--- src/rtl/eth_tx_frame_scheduler.sv ---
// -----------------------------------------------------------------------------
// eth_tx_frame_scheduler
//
// Read-side scheduler between the TX packet FIFO (first-word-fall-through,
// 9-bit entries {data[7:0], tlast}) and the TX MAC AXI-stream input. All logic
// runs in the clk_125 domain.
//
// A frame is started only once at least one complete packet has been committed
// to the FIFO, so the MAC never sees an underrun inside a frame. Frames longer
// than MAX_FRAME_BYTES are cut (tlast+tuser on the last forwarded byte) and the
// rest of the packet is drained from the FIFO. After every frame an idle gap of
// IFG_CYCLES cycles is enforced.
//
// Build option:
//   ETH_TX_SCHED_PAD_EN  defined   : frames shorter than MIN_FRAME_BYTES are
//                                    padded with 8'h00 up to that length.
//                        undefined : frames pass unpadded; MIN_FRAME_BYTES is
//                                    only range-checked.
//
// Ports:
//   clk_125          in   125 MHz clock
//   i_reset_n        in   synchronous active-low reset
//   i_pkt_committed  in   1-cycle pulse: one complete packet written to FIFO
//   i_fifo_data      in   FIFO head, [8:1] data byte, [0] tlast
//   i_fifo_empty     in   FIFO empty
//   o_fifo_rd_en     out  pop FIFO head this cycle
//   m_axis_tdata     out  byte to MAC
//   m_axis_tvalid    out  byte valid
//   m_axis_tlast     out  final byte of frame
//   m_axis_tuser     out  frame error (truncation), valid with tlast
//   s_axis_trdy      in   MAC accepts byte
//   o_pkt_count      out  committed packets not yet fully consumed
//   o_tx_busy        out  scheduler not idle
//   o_trunc_err      out  1-cycle pulse when a frame is truncated
// -----------------------------------------------------------------------------
module eth_tx_frame_scheduler #(
    parameter int MIN_FRAME_BYTES = 60,
    parameter int MAX_FRAME_BYTES = 1514,
    parameter int IFG_CYCLES      = 12,
    parameter int PKT_CNT_WIDTH   = 9
) (
    input  logic                     clk_125,
    input  logic                     i_reset_n,
    input  logic                     i_pkt_committed,
    input  logic [8:0]               i_fifo_data,
    input  logic                     i_fifo_empty,
    output logic                     o_fifo_rd_en,
    output logic [7:0]               m_axis_tdata,
    output logic                     m_axis_tvalid,
    output logic                     m_axis_tlast,
    output logic                     m_axis_tuser,
    input  logic                     s_axis_trdy,
    output logic [PKT_CNT_WIDTH-1:0] o_pkt_count,
    output logic                     o_tx_busy,
    output logic                     o_trunc_err
);

    localparam int BCNT_W = $clog2(MAX_FRAME_BYTES + 1);
    localparam int GAP_W  = (IFG_CYCLES > 1) ? $clog2(IFG_CYCLES) : 1;

    localparam logic [BCNT_W-1:0] MAX_LAST = BCNT_W'(MAX_FRAME_BYTES - 1);
    // IFG_CYCLES=0 still spends one cycle in GAP.
    localparam logic [GAP_W-1:0]  GAP_LAST = (IFG_CYCLES > 0) ? GAP_W'(IFG_CYCLES - 1) : '0;

    if (MIN_FRAME_BYTES < 1 || MIN_FRAME_BYTES > MAX_FRAME_BYTES) begin : g_param_check
        $error("MIN_FRAME_BYTES must lie in 1..MAX_FRAME_BYTES");
    end

`ifdef ETH_TX_SCHED_PAD_EN
    localparam logic [BCNT_W-1:0] MIN_LAST = BCNT_W'(MIN_FRAME_BYTES - 1);
    typedef enum logic [2:0] {IDLE, SEND, PAD, DISCARD, GAP} state_t;
`else
    typedef enum logic [2:0] {IDLE, SEND, DISCARD, GAP} state_t;
`endif

    state_t              state, state_n;
    logic [BCNT_W-1:0]   byte_cnt;
    logic [GAP_W-1:0]    gap_cnt;
    logic                beat_ok;

    // Saturating up/down step of the committed-packet counter. A simultaneous
    // commit and tlast pop cancel out.
    function automatic logic [PKT_CNT_WIDTH-1:0] pkt_count_step(
        input logic [PKT_CNT_WIDTH-1:0] cnt,
        input logic                     inc,
        input logic                     dec
    );
        logic [PKT_CNT_WIDTH-1:0] res;
        res = cnt;
        if (inc && !dec && cnt != '1) begin
            res = cnt + PKT_CNT_WIDTH'(1);
        end else if (dec && !inc && cnt != '0) begin
            res = cnt - PKT_CNT_WIDTH'(1);
        end
        return res;
    endfunction

    always_ff @(posedge clk_125) begin
        if (!i_reset_n) begin
            state       <= IDLE;
            byte_cnt    <= '0;
            gap_cnt     <= '0;
            o_pkt_count <= '0;
        end else begin
            state <= state_n;
            // Cleared while idle, so it is zero on entry to SEND.
            if (state == IDLE) begin
                byte_cnt <= '0;
            end else if (beat_ok) begin
                byte_cnt <= byte_cnt + BCNT_W'(1);
            end
            if (state == GAP && state_n == GAP) begin
                gap_cnt <= gap_cnt + GAP_W'(1);
            end else begin
                gap_cnt <= '0;
            end
            o_pkt_count <= pkt_count_step(o_pkt_count, i_pkt_committed,
                                          o_fifo_rd_en && i_fifo_data[0]);
        end
    end

    always_comb begin
        state_n       = state;
        o_fifo_rd_en  = 1'b0;
        m_axis_tdata  = 8'h00;
        m_axis_tvalid = 1'b0;
        m_axis_tlast  = 1'b0;
        m_axis_tuser  = 1'b0;
        o_trunc_err   = 1'b0;
        beat_ok       = 1'b0;

        case (state)
            IDLE: begin
                // Registered count: the start decision lags the commit pulse.
                if (o_pkt_count != '0 && !i_fifo_empty) begin
                    state_n = SEND;
                end
            end

            SEND: begin
                m_axis_tvalid = !i_fifo_empty;
                m_axis_tdata  = i_fifo_data[8:1];
                if (!i_fifo_empty) begin
                    if (i_fifo_data[0]) begin
`ifdef ETH_TX_SCHED_PAD_EN
                        m_axis_tlast = (byte_cnt >= MIN_LAST);
`else
                        m_axis_tlast = 1'b1;
`endif
                    end else if (byte_cnt == MAX_LAST) begin
                        m_axis_tlast = 1'b1;
                        m_axis_tuser = 1'b1;
                    end
                end
                beat_ok      = m_axis_tvalid && s_axis_trdy;
                o_fifo_rd_en = beat_ok;
                if (beat_ok) begin
                    if (i_fifo_data[0]) begin
`ifdef ETH_TX_SCHED_PAD_EN
                        // Short packet: its tlast is consumed here, the frame
                        // end is produced by PAD instead.
                        state_n = m_axis_tlast ? GAP : PAD;
`else
                        state_n = GAP;
`endif
                    end else if (m_axis_tuser) begin
                        o_trunc_err = 1'b1;
                        state_n     = DISCARD;
                    end
                end
            end

`ifdef ETH_TX_SCHED_PAD_EN
            PAD: begin
                m_axis_tvalid = 1'b1;
                m_axis_tlast  = (byte_cnt == MIN_LAST);
                beat_ok       = s_axis_trdy;
                if (beat_ok && m_axis_tlast) begin
                    state_n = GAP;
                end
            end
`endif

            DISCARD: begin
                o_fifo_rd_en = !i_fifo_empty;
                if (!i_fifo_empty && i_fifo_data[0]) begin
                    state_n = GAP;
                end
            end

            GAP: begin
                if (gap_cnt == GAP_LAST) begin
                    state_n = IDLE;
                end
            end

            default: state_n = IDLE;
        endcase
    end

    assign o_tx_busy = (state != IDLE);

endmodule

--- config.mk ---
export PLATFORM = sky130hd
export DESIGN_NAME = eth_tx_frame_scheduler
export DESIGN_NICKNAME = d
export VERILOG_FILES = /design/src/rtl/eth_tx_frame_scheduler.sv
export SDC_FILE = /design/constraint.sdc
export NUM_CORES = 1
export LEC_CHECK = 0
export ABC_AREA = 0
export CAP_MARGIN = 10
export CORE_ASPECT_RATIO = 0.6
export CORE_MARGIN = 3
export CORE_UTILIZATION = 45
export CTS_BUF_LIST = sky130_fd_sc_hd__clkbuf_16
export CTS_CLUSTER_SIZE = 16
export DETAILED_ROUTE_END_ITERATION = 7
export PLACE_DENSITY = 0.84
export SLEW_MARGIN = 0
export SYNTH_ARGS = -nofsm -noshare
export SYNTH_HDL_FRONTEND = slang
export SYNTH_SLANG_ARGS = --single-unit
--- constraint.sdc ---
create_clock -name clk_125 -period 4.72 [get_ports clk_125]
set_clock_uncertainty 0.2 [all_clocks]
set_input_delay 0.472 -clock clk_125 [delete_from_list [all_inputs] [get_ports clk_125]]
set_output_delay 0.472 -clock clk_125 [all_outputs]
set_load 0.02 [all_outputs]
==> metrics.md <==
| Metric | Value |
|---|---|
| P_sw | `between 0.00015 and 0.0002 W` |
| CTS Hold Bufs | `0` |
| Core area | `about 3400 µm²` |
| Die W | `84.2 µm` |
| Clock latency on the worst-skew pair | `between 0.2 and 0.3 ns` |
| Min Tclk post-route | `around 3.8 ns` |
| Ranking of synthesized cells by area | `dfxtp_1 33%, ha_1 7.6%, nor2_1 5.5%` |
| Area Overhead vs Synth | `28.5%` |
| Setup TNS | `0 ns` |
| CP Class | `register to register` |
| Starting Density | `48.9%` |
| Top-area cell type share of the netlist area | `between 30% and 40%` |
| Top cells by count, synth | `27 x dfxtp_1, 24 x nor2_1, 15 x nand2_1, 15 x nand3_1, 11 x and2_1` |
| Most used DFF post-synth | `dfxtp_1` |
| R2r worst-path depth | `11` |
| Fin crit share | `81.1%` |
| Number of synthesized flops with an enable pin | `0` |
| # H-tree levels | `1` |
| Root buffer cell | `clkbuf_16` |
| Sequential Power Share | `a little over two fifths` |
| DRC | `0` |
| Multi-input logic area | `1050 µm²` |
| Slowest Stage Delay on Critical Path | `just under 0.6 ns` |
| DP HPWL | `3060 µm` |
| Vias in the first global route | `1405` |
| Gr usage total | `18.5%` |
| Initial antenna violation count | `0` |
| # IOs | `37` |
| Global-route wire length before repair | `about 6500 µm` |
| Drt first pass iters | `4` |
| Row cnt | `16` |
| Worst-Margin Slew | `slightly above 1 ns` |
| HP Class | `register to register` |
| DP Worst Slack | `about 0.86 ns` |
| RSZ-0062 raised after global routing | `no` |
| CTS buffer count | `3` |
| Ys Warns | `0` |
| Pwr dens | `~280 nW/µm²` |
| Register area share after synthesis | `32.7%` |
| Unique masters post-synth | `between 40 and 50` |
| Deepest clock path buffer count | `2` |
| Die Area | `around 4500 µm²` |
| Placer Congestion | `between 0.8 and 0.9` |
| Share of layout cells above drive strength 1 | `about 4.7%` |
| Cell area after layout | `roughly 2100 µm²` |
| Relative slew margins | `31.4%` |
| Total number of vias | `~1500` |
| Fillers | `287` |
| Final Hold Viols | `0` |
| Pint | `between 0.0004 and 0.0005 W` |
| Startpoint types | `register` |
| Worst Path Max Fanout | `14` |
| Post-Synthesis Cells | `201` |
| Fmax | `261 MHz` |
| Clock share of power | `between 30% and 40%` |
| Most numerous cell in the Yosys netlist | `dfxtp_1` |
| Total gr overflow | `0` |
| Via density per instance | `approximately 5.4` |
| Clock transition at path regs | `0.06 ns` |
| Port bufs | `36` |
| Post-synthesis register bit count | `27` |
| Drt initial violations | `~120` |
| Post-CTS Repair Setup Buffers | `0` |
| Mean Syn Cell Area | `roughly 8.2 µm²` |
| Worst setup margin | `~0.9 ns` |
| Yosys top cell by area | `dfxtp_1` |
| Post-synth ARST share | `0%` |
| Comb pwr share | `a little over a quarter` |
| Worst vdd ir | `roughly 0.00018 V` |
| CTS tree | `done` |
| CP Capture Type | `register` |
| Finish-stage setup viols | `0` |
| Nets | `262` |
| Status | `finished, final reports clean` |
| Slew Limit Fails | `0` |
| Hold Path Depth | `1` |
| Resized Gates After CTS | `0` |
| FF+latch area | `between 500 and 600 µm²` |
| Required time worst endpoint | `approximately 4.7 ns` |
| Worst hold margin | `approximately 0.26 ns` |
| Sw frac | `roughly 28%` |
| CTS sink count | `27` |
| Worst EP arrival | `approximately 3.8 ns` |
| Die Y | `approximately 53 µm` |
| CP max-delay cell | `or4_1` |
| Sequence of cells on the critical path | `nand4_1 > or4_1 > o211ai_2 > inv_1 > fa_1 > nand2b_1 > a21o_1 > a21oi_1 > nor2_2 > a311o_1 > and3_1` |
| Mapped cell area | `1650 µm²` |
| Final WL | `around 3800 µm` |
| WL/cell | `around 14 µm` |
| ANT nets after route | `0` |
| Diode count | `0` |
| Post-Place Cell Area | `roughly 2000 µm²` |
| Leakage | `0.792 nW` |
| Syn nets | `roughly 230` |
| Largest net degree at the start of global routing | `16` |
| Max-cap violations | `0` |
==> sequential cells by signal (all words and copies together) (netlist names) <==
signal       count
byte_cnt        11
gap_cnt          4
o_pkt_count      9
state            3
==> placed cells by master (no fill, tap or decap), types with 3 or more instances in the layout <==
cell              n
clkdlybuf4s50_1  36
dfxtp_1          27
nor2_1           24
nand2_1          15
nand3_1          15
and2_1           11
inv_1            10
xnor2_1          10
ha_1             10
xor2_1            8
a21boi_0          6
nand4_1           5
a21oi_1           5
nor2b_1           4
or3_1             4
nor3_1            4
o211ai_1          3
and3_1            3
o21ai_0           3
clkbuf_16         3
==> worst paths after layout <==
check	slack, ns	from	end
worst min register to register	0.26	gap_cnt[0]$_SDFF_PN0_	gap_cnt[0]$_SDFF_PN0_
worst max-delay path	0.89	o_pkt_count[7]$_SDFFE_PN0P_	o_pkt_count[8]$_SDFFE_PN0P_
worst min-delay path	0.26	gap_cnt[0]$_SDFF_PN0_	gap_cnt[0]$_SDFF_PN0_
worst max register to register	0.89	o_pkt_count[7]$_SDFFE_PN0P_	o_pkt_count[8]$_SDFFE_PN0P_
==> routing by layer <==
layer | share of wire, % | GRT usage [%] | up-vias | routed length [µm]
met2 | 40 | 27.9 | 73 | 1520
li1 | - | - | 761 | -
met5 | 0 | 0 | - | 0
met4 | 0.68 | 3.48 | 0 | 26
met1 | 49 | 26.2 | 671 | 1860
met3 | 11 | 5.44 | 4 | 430
==> area by class of cell <==
| class | instances | area share, % |
|---|---|---|
| Inverter | 10 | 1.77 |
| Clock inverter | 1 | 0.236 |
| Tap cell | 45 | 2.65 |
| Clock buffer | 3 | 3.54 |
| Multi-Input combinational cell | 159 | 49.4 |
| Sequential cell | 27 | 25.5 |
| Timing Repair Buffer | 36 | 17.0 |
==> kinds of logic after synthesis <==
family	Yosys count	share of synthesized area, %
buf+inv	15	3.86
flops	27	32.7
other cells	1	0.227
mux	1	0.606
fa+ha+maj	11	8.78
xor+xnor	18	9.54
compound gates	27	11.8
simple gates	101	32.5
==> through the flow <==
stage / utilization [%] / cells / power, W
4_1_cts: 62.8 / 281 / 0.000603
3_3_place_gp: 60.4 / 277 / 0.000412
2_1_floorplan: - / 201 / 0.000358
5_1_grt: 62.8 / 281 / 0.000630
3_5_place_dp: 60.4 / 277 / 0.000413
6_report: 62.8 / 281 / 0.000598
==> critical path, delay by kind of cell, from the launching register on <==
kind,cells,cell delay (ns)
AO/OA/AOI/OAI,4,1.40
adder cells (fa/ha/maj),1,0.40
buffers and inverters,1,0.13
flip-flops,1,0.44
AND/OR/NAND/NOR,5,1.15
==> power groups by stage <==
stage | logic [W] | clock network (W) | registers (W)
2_1_floorplan | 0.0000904 | 0 | 0.000268
3_3_place_gp | 0.000153 | 0 | 0.000259
3_5_place_dp | 0.000154 | 0 | 0.000259
4_1_cts | 0.000155 | 0.000194 | 0.000254
5_1_grt | 0.000171 | 0.000202 | 0.000256
6_report | 0.000156 | 0.000188 | 0.000255
No activity file was read; power rests on OpenSTA's default activity.
